`src/rtl/pixel_frame_ctrl_if.sv`:
```
// Pixel stream bundle: camera-side input pixels and the registered, coordinate-tagged
// stream handed on to the frame-buffer DMA writer.
interface pixel_frame_ctrl_if #(
  parameter int COORD_W = 12
);
  logic               valid;
  logic [7:0]         iRed;
  logic [7:0]         iGreen;
  logic [7:0]         iBlue;
  logic               oValid;
  logic [7:0]         oRed;
  logic [7:0]         oGreen;
  logic [7:0]         oBlue;
  logic [COORD_W-1:0] x_coord;
  logic [COORD_W-1:0] y_coord;
  logic               sof;
  logic               eol;
  logic               eof;

  // Upstream source: drives input pixels and observes the tagged output stream
  modport master (
    output valid, iRed, iGreen, iBlue,
    input  oValid, oRed, oGreen, oBlue, x_coord, y_coord, sof, eol, eof
  );

  modport slave (
    input  valid, iRed, iGreen, iBlue,
    output oValid, oRed, oGreen, oBlue, x_coord, y_coord, sof, eol, eof
  );
endinterface

```
`src/rtl/pixel_frame_ctrl.sv`:
```
// Frame sequencer: arms on start, tags each accepted pixel with x/y and sof/eol/eof
// markers, and stops after a programmed frame count (0 runs forever).
module pixel_frame_ctrl #(
  parameter int COORD_W = 12,
  parameter int FCNT_W  = 8
) (
  input  logic                pixclk,
  input  logic                reset,
  input  logic                start,
  input  logic                abort,
  input  logic [COORD_W-1:0]  cfg_width,
  input  logic [COORD_W-1:0]  cfg_height,
  input  logic [FCNT_W-1:0]   cfg_frames,
  pixel_frame_ctrl_if.slave   px,
  output logic                busy,
  output logic                done,
  output logic [FCNT_W-1:0]   frame_cnt,
  output logic [15:0]         drop_cnt,
  output logic                cfg_err
);

  typedef enum logic [1:0] {IDLE, ARMED, ACTIVE, DONE} state_t;

  state_t             state, next_state;
  logic [COORD_W-1:0] lat_width, lat_height;
  logic [FCNT_W-1:0]  lat_frames;
  logic [COORD_W-1:0] x, y;
  logic [FCNT_W-1:0]  frame_next;
  logic               cfg_ok;
  logic               at_eol, at_eof, last_frame;
  logic               accept, arm, reject, drop;

  assign cfg_ok     = (cfg_width != '0) && (cfg_height != '0);
  assign at_eol     = (x == lat_width - COORD_W'(1));
  assign at_eof     = at_eol && (y == lat_height - COORD_W'(1));
  assign frame_next = frame_cnt + FCNT_W'(1);
  // Only a nonzero programmed count can terminate; zero means continuous capture
  assign last_frame = at_eof && (lat_frames != '0) && (frame_next == lat_frames);

  always_ff @(posedge pixclk or posedge reset) begin
    if (reset) state <= IDLE;
    else       state <= next_state;
  end

  always_comb begin
    next_state = state;
    accept     = 1'b0;
    arm        = 1'b0;
    reject     = 1'b0;
    drop       = 1'b0;
    case (state)
      IDLE, DONE: begin
        drop = px.valid;
        if (start && !abort) begin
          if (cfg_ok) begin
            arm        = 1'b1;
            next_state = ARMED;
          end else begin
            reject = 1'b1;
          end
        end
      end
      ARMED, ACTIVE: begin
        if (px.valid && !abort) begin
          accept     = 1'b1;
          next_state = last_frame ? DONE : ACTIVE;
        end
      end
      default: next_state = IDLE;
    endcase
    if (abort) next_state = IDLE;
  end

  always_ff @(posedge pixclk or posedge reset) begin
    if (reset) begin
      lat_width  <= '0;
      lat_height <= '0;
      lat_frames <= '0;
      x          <= '0;
      y          <= '0;
      frame_cnt  <= '0;
      drop_cnt   <= '0;
      cfg_err    <= 1'b0;
      busy       <= 1'b0;
      done       <= 1'b0;
      px.oValid  <= 1'b0;
      px.oRed    <= '0;
      px.oGreen  <= '0;
      px.oBlue   <= '0;
      px.x_coord <= '0;
      px.y_coord <= '0;
      px.sof     <= 1'b0;
      px.eol     <= 1'b0;
      px.eof     <= 1'b0;
    end else begin
      if (abort) begin
        x <= '0;
        y <= '0;
      end else if (arm) begin
        lat_width  <= cfg_width;
        lat_height <= cfg_height;
        lat_frames <= cfg_frames;
        frame_cnt  <= '0;
        x          <= '0;
        y          <= '0;
      end else if (accept) begin
        if (at_eol) begin
          x <= '0;
          if (at_eof) begin
            y         <= '0;
            frame_cnt <= frame_next;
          end else begin
            y <= y + COORD_W'(1);
          end
        end else begin
          x <= x + COORD_W'(1);
        end
      end

      // Markers are qualified by accept so they never appear without oValid
      px.oValid <= accept;
      px.sof    <= accept && (x == '0) && (y == '0);
      px.eol    <= accept && at_eol;
      px.eof    <= accept && at_eof;
      if (accept) begin
        px.oRed    <= px.iRed;
        px.oGreen  <= px.iGreen;
        px.oBlue   <= px.iBlue;
        px.x_coord <= x;
        px.y_coord <= y;
      end

      if (drop && (drop_cnt != 16'hFFFF)) drop_cnt <= drop_cnt + 16'd1;

      cfg_err <= reject;
      busy    <= (next_state == ARMED) || (next_state == ACTIVE);
      done    <= (next_state == DONE);
    end
  end

endmodule

```
`src/flat_wrapper.sv`:
```
// flat-port wrapper written by rule: the top's interface ports become plain ports
module pixel_frame_ctrl_flat 
#(
  parameter int COORD_W = 12,
  parameter int FCNT_W  = 8
)
  (pixclk, reset, start, abort, cfg_width, cfg_height, cfg_frames, busy, done, frame_cnt, drop_cnt, cfg_err, px_valid, px_iRed, px_iGreen, px_iBlue, px_oValid, px_oRed, px_oGreen, px_oBlue, px_x_coord, px_y_coord, px_sof, px_eol, px_eof);
  pixel_frame_ctrl_if #(.COORD_W(COORD_W)) px_i ();
  input  logic pixclk;
  input  logic reset;
  input  logic start;
  input  logic abort;
  input  logic [COORD_W-1:0] cfg_width;
  input  logic [COORD_W-1:0] cfg_height;
  input  logic [FCNT_W-1:0] cfg_frames;
  output logic busy;
  output logic done;
  output logic [FCNT_W-1:0] frame_cnt;
  output logic [15:0] drop_cnt;
  output logic cfg_err;
  input wire logic [$bits(px_i.valid)-1:0] px_valid;
  input wire logic [$bits(px_i.iRed)-1:0] px_iRed;
  input wire logic [$bits(px_i.iGreen)-1:0] px_iGreen;
  input wire logic [$bits(px_i.iBlue)-1:0] px_iBlue;
  output wire logic [$bits(px_i.oValid)-1:0] px_oValid;
  output wire logic [$bits(px_i.oRed)-1:0] px_oRed;
  output wire logic [$bits(px_i.oGreen)-1:0] px_oGreen;
  output wire logic [$bits(px_i.oBlue)-1:0] px_oBlue;
  output wire logic [$bits(px_i.x_coord)-1:0] px_x_coord;
  output wire logic [$bits(px_i.y_coord)-1:0] px_y_coord;
  output wire logic [$bits(px_i.sof)-1:0] px_sof;
  output wire logic [$bits(px_i.eol)-1:0] px_eol;
  output wire logic [$bits(px_i.eof)-1:0] px_eof;
  assign px_i.valid = px_valid;
  assign px_i.iRed = px_iRed;
  assign px_i.iGreen = px_iGreen;
  assign px_i.iBlue = px_iBlue;
  assign px_oValid = px_i.oValid;
  assign px_oRed = px_i.oRed;
  assign px_oGreen = px_i.oGreen;
  assign px_oBlue = px_i.oBlue;
  assign px_x_coord = px_i.x_coord;
  assign px_y_coord = px_i.y_coord;
  assign px_sof = px_i.sof;
  assign px_eol = px_i.eol;
  assign px_eof = px_i.eof;
  pixel_frame_ctrl #(.COORD_W(COORD_W), .FCNT_W(FCNT_W)) u_core (.pixclk(pixclk), .reset(reset), .start(start), .abort(abort), .cfg_width(cfg_width), .cfg_height(cfg_height), .cfg_frames(cfg_frames), .px(px_i), .busy(busy), .done(done), .frame_cnt(frame_cnt), .drop_cnt(drop_cnt), .cfg_err(cfg_err));
endmodule
```
`config.mk`:
```
export PLATFORM = sky130hd
export DESIGN_NAME = pixel_frame_ctrl_flat
export DESIGN_NICKNAME = d
export VERILOG_FILES = /design/src/rtl/pixel_frame_ctrl_if.sv /design/src/rtl/pixel_frame_ctrl.sv /design/src/flat_wrapper.sv
export SDC_FILE = /design/constraint.sdc
export NUM_CORES = 1
export LEC_CHECK = 0
export CAP_MARGIN = 20
export CORE_ASPECT_RATIO = 0.6
export CORE_UTILIZATION = 45
export DETAILED_ROUTE_END_ITERATION = 16
export PLACE_DENSITY = 0.73
export SKIP_LAST_GASP = 1
export SYNTH_ARGS = -nofsm -noshare
export SYNTH_HDL_FRONTEND = slang
export SYNTH_SLANG_ARGS = --single-unit
export TNS_END_PERCENT = 30
```
`constraint.sdc`:
```
create_clock -name pixclk -period 4.9 [get_ports pixclk]
set_input_delay 0.98 -clock pixclk [delete_from_list [all_inputs] [get_ports pixclk]]
set_output_delay 0.98 -clock pixclk [all_outputs]
set_load 0.005 [all_outputs]
```
==> results of run 1 <==
per-layer routing:
metal	GRT usage	vias to the layer above	wire, um
met5	0	-	0
met4	0.0610	0	155
met3	0.0531	17	1550
met2	0.318	228	7240
met1	0.376	2843	9160
li1	-	2759	-
flip-flops by register name, indices dropped and copies added (netlist names):
name	count
u_core.cfg_err	1
u_core.px.oValid	1
u_core.px.x_coord	12
u_core.state	2
u_core.px.oRed	8
u_core.lat_frames	8
u_core.frame_cnt	8
u_core.lat_width	12
u_core.busy	1
u_core.px.oBlue	8
u_core.px.eol	1
u_core.px.sof	1
u_core.y	12
u_core.drop_cnt	16
u_core.px.eof	1
u_core.lat_height	12
u_core.done	1
u_core.x	12
u_core.px.oGreen	8
u_core.px.y_coord	12
cell usage in the layout (no fill, tap or decap), types with 3 or more instances in the layout:
cell type        instances
inv_6                    4
dfrtp_1                137
clkdlybuf4s50_1        139
o21ai_1                 14
mux2_2                  33
o21ai_0                 13
nand4_1                 11
nor2_1                  27
a31oi_1                  5
or2_2                    5
or4_1                    3
nand2_1                168
nor4_1                  17
xor2_1                  28
inv_1                   21
clkbuf_16               17
a31o_1                   3
a21oi_1                 17
or3_1                    4
clkinv_4                 3
nor3b_1                  6
nor3_1                  16
mux2i_1                  3
and3_1                  10
a211oi_1                 5
or4b_1                   8
ha_1                     9
bufinv_16                3
buf_4                    8
nand2b_1                 5
xnor2_1                 35
nand3_1                 27
o211ai_1                 8
logic make-up (layout without fill, tap and decap cells):
group                    Yosys count  count (layout)  synth area share
AND/OR/NAND/NOR                  324             324             0.230
flip-flops                       137             137             0.497
AO/OA/AOI/OAI                     88              88            0.0861
XOR/XNOR                          63              63            0.0799
buffers and inverters             60             201            0.0332
multiplexers                      36              36            0.0582
adder cells (fa/ha/maj)            9               9            0.0163
cell type report:
cell class / instances / area, um^2
clock buffer: 19 / 433
clock inverter: 13 / 168
fill: 1249 / 5660
inverter: 22 / 87.6
multi-input combinational: 520 / 3240
sequential: 137 / 3430
tap: 198 / 248
timing repair buffer: 147 / 1450
worst max-delay path by stage:
stage,startpoint,endpoint
floorplan,reset,u_core.busy
global placement,u_core.lat_height[0],u_core.busy
detailed placement,u_core.lat_height[0],u_core.busy
CTS,u_core.lat_height[0],u_core.busy
global route,u_core.lat_height[0],u_core.busy
finish,u_core.lat_height[0],u_core.busy
worst max-delay path, stage by stage, from the launching register on:
cell and delay [ns]:
dfrtp_1 0.42, inv_1 0.08, ha_1 0.32, or4b_1 0.61, o31a_1 0.34, or4_4 0.49
nand3_4 0.12, nand3_4 0.24, or4b_1 0.60, a211oi_2 0.26, ha_1 0.26
per-stage QoR:
| step | utilization | hold WS [ns] | worst slack [ns] |
|---|---|---|---|
| final | 0.616 | 0.474 | 1.03 |
| after detailed placement | 0.575 | 0.462 | 1.05 |
| after global routing | 0.616 | 0.503 | 0.768 |
| after global placement | 0.575 | 0.456 | 1.16 |
| after CTS | 0.616 | 0.477 | 1.05 |
| after floorplan | - | 0.470 | 0.252 |
report_power, final:
part	switching, mW	leakage, nW	internal (mW)	total, mW
sequential	0.197	1.79	1.32	1.52
combinational	0.352	1.84	0.476	0.828
clock	0.515	0.288	0.806	1.32
total	1.06	3.92	2.60	3.67
==> impl_metrics.ini, run 1 <==
[floorplan]
pin_count = 140
fp.dieH_um = 97.9
start_util = 0.469
die-area_um2 = 15900
rows = 34
core_area_um2 = 14700
die_w_um = 162

[sta]
drv_slew = 0
rsz0062_at_grt = false
fin_crit_sh = 0.789
fmax_mhz = 259
finalHoldViolCount = 0
fin_setup_tns_ns = 0
tightest_slew_ns = 0.801
final-setup-viol-count = 0
slew_headroom = 0.466
fin_worst_skew_ns = 0.0122
period_needed_ns = 3.87

[yosys]
ys_ff_latch = 137
async_flop_share = 1.00
yosysTopAreaCell = dfrtp_1
synth_common_cells = nand2_1 (168), dfrtp_1 (137), xnor2_1 (35)
synth_top_cell_area_share = 0.497
yosys_warnings = 0
syn-cell-area_um2 = 6900
synth_edf_count = 0
synth_nets = 787
syn_avg_cell_area_um2 = 9.63
synth_cells = 717
synth-main-ff-cell = dfrtp_1
yosysSeqAreaShare = 0.497
ys_types = 62
yosysMostFrequentCell = nand2_1
synth_area_leaders = dfrtp_1 (50%), nand2_1 (9.1%), mux2_2 (5.4%), xnor2_1 (4.4%), xor2_1 (3.6%)

[grt]
grt_max_degree = 92
grt_pass1_wl_mm = 29.3
grt_pass1_vias = 5530
antenna_found_initial = 0
grt-ovfl-total = 0
grtUsageTotal = 0.236

[critical_path]
path_max_fanout = 25
timing.setup.critical_path_class = flop to flop
crit_path_start_kind = flop
timing.rr.start = u_core.lat_height[0]
rrSetupSlack_ns = 1.03
critPathRequiredTime_ns = 5.20
critPathCaptureType = flop
rr_worst_depth = 10
cp_data_arrival_time_ns = 4.16
r2r-end = u_core.busy

[hold_path]
min_from = u_core.px.oBlue[7]
whs_path_depth = 2
hold_class = flop to flop
holdPathEnd = u_core.px.oBlue[7]

[power]
p_leak_nw = 3.92
power_density_nw_per_um2 = 405
ir_drop_v = 0.000193
power.total_mw = 3.67

[cts]
cts_buffers = 17
clock_latency_ns = 0.42
clkTransAtPathRegs_ns = 0.06
htreeDepth = 4
ctsLongestPathBuffers = 2
cts_tree = done
cts_num_sinks = 137
cts-resized-gates = 0
cts_setup_buffers = 0
cts_hold_buf = 0
root_buffer = clkbuf_16

[drt]
drt_iter0_drc = 516
first_pass_iters = 5
wirelength_mm = 18.1
routed_via_density = 5.54
antenna_left = 0
routedWlPerCell_um = 17.1
vias = 5847
drc = 0

[outcome]
status = finished clean

[layout]
drive_above_1_share = 0.100
fin_cells = 1056
final_area_um2 = 9060
antennaDiodeCount = 0
nets = 915
syn_to_final_growth_pct = 31.3

[place]
numPortBuffers = 139
dp_hpwl_mm = 12.8
dpl.cell_count = 1024
placed_area_um2 = 8460
place.gp.congestion = 0.891

[flow_run]
maxCapViolCount = 0
Power figures use the tool's default switching activity.
==> run 2: changes to the inputs <==
Settings changed: PLACE_DENSITY 0.73 to 0.7.
Clock period 4.9 ns to 4 ns, I/O delays scaled along.
==> run 2 against run 1 <==
Sequential share of layout area is 0.29 points lower. Critical path type unchanged. Fmax is 6.3% higher. Via count is 2.0% lower. Global-route usage is 0.32 points lower. Combinational power is 21% higher. Register-to-register slack worse by 0.67 ns. Worst setup slack worse by 0.67 ns. Critical endpoint unchanged. Cell count stayed put. Flip-flop and latch count stayed put. Critical path depth stayed put.
==> impl_metrics.ini, run 2 (synthesized netlist as in run 1, its figures left out) <==
[critical_path]
timing.setup.critical_path_class = flop to flop
crit_family = simple AND/OR/NAND/NOR gates
critPathCaptureType = flop
r2r-end = u_core.busy
path_depth = 10
crit_end = u_core.busy
max_stage_delay_ns = 0.58
path_max_fanout = 9
rr_worst_depth = 10
crit_chain = inv_1 > ha_1 > or4b_1 > o31a_1 > or4_4 > nand3_4 > nand3_4 > or4b_1 > a211oi_2 > ha_1
timing.rr.start = u_core.lat_height[0]
startpoint = u_core.lat_height[0]
crit_path_start_kind = flop
path_buf_inv = 1
cpMaxStageDelayCell = or4b_1
cp_data_arrival_time_ns = 3.93
critPathRequiredTime_ns = 4.30
rrSetupSlack_ns = 0.36

[cts]
cts-resized-gates = 0
ctsLongestPathBuffers = 2
htreeDepth = 4
cts_hold_buf = 0
root_buffer = clkbuf_16
cts_num_sinks = 137
clock_latency_ns = 0.42
clkTransAtPathRegs_ns = 0.06
cts_buffers = 17
cts_setup_buffers = 0
cts_tree = done

[drt]
antenna_left = 0
routed_via_density = 5.43
routedWlPerCell_um = 16.6
first_pass_iters = 5
drt_iter0_drc = 503
drc = 0
wirelength_mm = 17.6
vias = 5731

[power]
power_density_nw_per_um2 = 505
p_leak_nw = 3.94
ir_drop_v = 0.000244
swShare = 0.279
p_int_mw = 3.33
p_sw_mw = 1.29
clkPwrFrac = 0.379
power_frac_comb = 0.218
seqPwrFrac = 0.404

[grt]
grt_pass1_wl_mm = 29.3
grtUsageTotal = 0.233
grt-ovfl-total = 0
grt_max_degree = 138
antenna_found_initial = 0
grt_pass1_vias = 5614

[floorplan]
die-area_um2 = 15900
rows = 34
start_util = 0.469
core_area_um2 = 14700
fp.dieH_um = 97.9
die_w_um = 162
pin_count = 140

[layout]
final_cell_mix = nand2_1 (168), clkdlybuf4s50_1 (139), dfrtp_1 (137)
layout_commonest_cell = nand2_1
fin_cells = 1056
num-fill-cells = 1231
syn_to_final_growth_pct = 32.3
largest_reg_flops = 16
antennaDiodeCount = 0
top_register = u_core.drop_cnt
nets = 915
drive_above_1_share = 0.103

[flow_run]
maxCapViolCount = 0

[sta]
finalHoldViolCount = 0
setup_slack_ns = 0.362
fin_crit_sh = 0.910
slew_headroom = 0.417
fin_setup_tns_ns = 0
fmax_mhz = 275
rsz0062_at_grt = false
drv_slew = 0
final-setup-viol-count = 0
tightest_slew_ns = 0.869
period_needed_ns = 3.64
fin_worst_skew_ns = 0.00741

[place]
numPortBuffers = 139
post-place-ws_ns = 0.379
dp_hpwl_mm = 12.6
dpl.cell_count = 1024
place.gp.congestion = 0.860

[outcome]
status = finished clean

[hold_path]
min_from = u_core.px.oRed[0]
hold_class = flop to flop
run 2: cell count changes in the layout (fill, tap and decap cells not counted), sizes merged:
| cell | before | now |
|---|---|---|
| bufinv | 3 | 5 |
| clkinvlp | 2 | 3 |
| clkbuf | 19 | 18 |
| inv | 25 | 23 |
run 2: layout make-up:
cell class / instances / area, um^2 / share of cell area
timing repair buffer: 147 / 1460 / 0.160
clock buffer: 18 / 439 / 0.0481
multi-input combinational: 520 / 3240 / 0.355
sequential: 137 / 3430 / 0.376
tap: 198 / 248 / 0.0271
inverter: 22 / 86.3 / 0.00946
clock inverter: 14 / 219 / 0.0240
run 2: power groups by stage:
stage | logic (mW) | registers [mW] | clock network [mW]
CTS | 1.02 | 1.86 | 1.78
floorplan | 0.546 | 1.82 | 0
global placement | 0.981 | 1.87 | 0
global route | 1.11 | 1.90 | 1.85
detailed placement | 1.01 | 1.88 | 0
finish | 1.00 | 1.86 | 1.75
run 2: how the worst min path moves through the flow:
| stage | depth (start not counted) | slack, ns | to |
|---|---|---|---|
| 4_1_cts | 2 | 0.48 | u_core.px.x_coord[7] |
| 3_3_place_gp | 2 | 0.46 | u_core.px.oBlue[4] |
| 6_report | 2 | 0.47 | u_core.px.oRed[0] |
| 2_1_floorplan | 2 | 0.47 | u_core.px.oBlue[0] |
| 3_5_place_dp | 2 | 0.46 | u_core.px.x_coord[7] |
| 5_1_grt | 2 | 0.50 | u_core.px.oBlue[4] |
run 2: worst reg2reg max path, cell delays in order, from the launching register on:
cell and delay (ns):
dfrtp_1 0.42, inv_1 0.07, ha_1 0.35, or4b_1 0.58, o31a_1 0.33, or4_4 0.49
nand3_4 0.12, nand3_4 0.07, or4b_1 0.53, a211oi_2 0.28, ha_1 0.27
run 2: stage by stage:
step                      hold slack [ns]  total power, mW   util  area [um^2]
after global placement              0.456             2.85  0.575         8470
after floorplan                     0.470             2.37      -         6910
after detailed placement            0.464             2.89  0.575         8470
final                               0.473             4.61  0.620         9130
after CTS                           0.478             4.65  0.620         9130
after global routing                0.499             4.86  0.620         9130
run 2: layer usage:
metal  share of wire  vias up  global-route usage
met5               0        -                   0
met4          0.0089        0              0.0595
met3           0.076       18              0.0637
met2            0.41      217               0.318
met1            0.51     2751               0.360
li1                -     2745                   -
==> run 3: changes to the inputs <==
Settings changed: CORE_UTILIZATION 45 to 35, PLACE_DENSITY 0.7 to 0.57.
==> run 3 against run 2 <==
Core utilization down 14 points. Worst setup slack worse by 0.040 ns. Sequential power about the same. Flip-flop and latch count unchanged. Non-clock buffer count up 2. Sequential share of layout area about the same. Count of clock-buffer cells in the layout up 2. Hold slack worse by 0.0035 ns. Fmax down 1.1%. Via count down 0.68%. Largest cell class unchanged. Critical path type unchanged. Global-route usage down 3.7 points. Total power down 5.5%.
==> impl_metrics.ini, run 3 (synthesized netlist as in run 1, its figures left out) <==
[critical_path]
r2r-end = u_core.busy
rr_worst_depth = 10
rrSetupSlack_ns = 0.32
max_stage_delay_ns = 0.61
timing.rr.start = u_core.lat_height[0]
cpMaxStageDelayCell = or4b_1
cp_data_arrival_time_ns = 3.98
crit_path_start_kind = flop
critPathRequiredTime_ns = 4.30
timing.setup.critical_path_class = flop to flop
path_max_fanout = 9
crit_chain = inv_1 > ha_1 > or4b_1 > o31a_1 > or4_4 > nand3_4 > nand3_4 > or4b_1 > a211oi_2 > ha_1
critPathCaptureType = flop

[power]
p_sw_mw = 1.27
p_leak_nw = 3.91
power_density_nw_per_um2 = 477
power_frac_comb = 0.232
p_int_mw = 3.09
ir_drop_v = 0.000273
seqPwrFrac = 0.427
clkPwrFrac = 0.341
swShare = 0.292

[grt]
antenna_found_initial = 0
grt_pass1_wl_mm = 30.6
grtUsageTotal = 0.196
grt_pass1_vias = 5504
grt-ovfl-total = 0
grt_max_degree = 61

[cts]
cts_buffers = 17
clock_latency_ns = 0.42
root_buffer = clkbuf_16
cts_setup_buffers = 0
ctsLongestPathBuffers = 2
cts_hold_buf = 0
cts-resized-gates = 0
clkTransAtPathRegs_ns = 0.06
htreeDepth = 4
cts_tree = done
cts_num_sinks = 137

[sta]
fin_setup_tns_ns = 0
finalHoldViolCount = 0
final-setup-viol-count = 0
fin_worst_skew_ns = 0.00801
drv_slew = 0
fin_crit_sh = 0.919
tightest_slew_ns = 0.897
fmax_mhz = 272
period_needed_ns = 3.68
rsz0062_at_grt = false
slew_headroom = 0.398

[floorplan]
core_area_um2 = 19200
rows = 39
die_w_um = 183
start_util = 0.360
die-area_um2 = 20300
fp.dieH_um = 111
pin_count = 140

[drt]
routedWlPerCell_um = 16.7
drc = 0
antenna_left = 0
first_pass_iters = 5
wirelength_mm = 18.7
vias = 5692
routed_via_density = 5.06
drt_iter0_drc = 376

[layout]
top_register = u_core.drop_cnt
antennaDiodeCount = 0
fin_util = 0.477
drive_above_1_share = 0.102
final_cell_mix = nand2_1 (168), clkdlybuf4s50_1 (139), dfrtp_1 (137)
largest_reg_flops = 16
layout_commonest_cell = nand2_1
syn_to_final_growth_pct = 32.4
nets = 917
num-fill-cells = 1805

[flow_run]
maxCapViolCount = 0

[place]
dp_hpwl_mm = 13.9
numPortBuffers = 139
place.gp.congestion = 0.913

[hold_path]
holdPathEnd = u_core.px.x_coord[11]
whs_path_depth = 2
hold_class = flop to flop
min_from = u_core.px.x_coord[11]

[outcome]
status = finished clean
run 3: power by group through the flow:
stage               sequential, mW  combinational (mW)  clock, mW
floorplan                     1.82               0.546          0
global placement              1.87                1.00          0
detailed placement            1.89                1.02          0
CTS                           1.86                1.03       1.53
global route                  1.90                1.11       1.60
finish                        1.86                1.01       1.49
run 3: worst max-delay path by stage:
stage | cells past startpoint | endpoint | slack (ns) | start
6_report | 10 | u_core.busy | 0.32 | u_core.lat_height[0]
5_1_grt | 10 | u_core.busy | 0.15 | u_core.lat_height[0]
4_1_cts | 10 | u_core.busy | 0.32 | u_core.lat_height[0]
3_5_place_dp | 10 | u_core.busy | 0.32 | u_core.lat_height[0]
3_3_place_gp | 10 | u_core.busy | 0.45 | u_core.lat_height[0]
2_1_floorplan | 12 | u_core.busy | 0.59 | u_core.lat_height[0]
run 3: final cells by class:
class / count / area (um^2) / area share
Clock buffer: 20 / 457 / 0.0500
Multi-Input combinational cell: 520 / 3240 / 0.355
Sequential cell: 137 / 3430 / 0.375
Inverter: 22 / 86.3 / 0.00945
Timing Repair Buffer: 149 / 1490 / 0.163
Clock inverter: 11 / 100 / 0.0110
Tap cell: 266 / 333 / 0.0364
run 3: stage by stage:
stage	instance area [um^2]	power, mW	std cells	setup slack [ns]	hold slack (ns)
finish	9140	4.36	1125	0.322	0.470
global placement	8580	2.88	1094	0.449	0.456
floorplan	6910	2.37	717	0.587	0.470
global route	9140	4.62	1125	0.149	0.494
detailed placement	8580	2.91	1094	0.322	0.463
CTS	9140	4.42	1125	0.324	0.476
run 3: worst max-delay path, delay by kind of cell (launching register included):
| kind | cells | cell delay, ns |
|---|---|---|
| DFF | 1 | 0.42 |
| buffers and inverters | 1 | 0.08 |
| AOI/OAI and AO/OA | 2 | 0.62 |
| and+or+nand+nor | 5 | 1.86 |
| adders and majority gates | 2 | 0.59 |
run 3: metal layers:
metal | global-route usage | share of wire
met1 | 0.316 | 0.55
met2 | 0.244 | 0.36
met3 | 0.0604 | 0.075
met4 | 0.0461 | 0.0089
met5 | 0 | 0
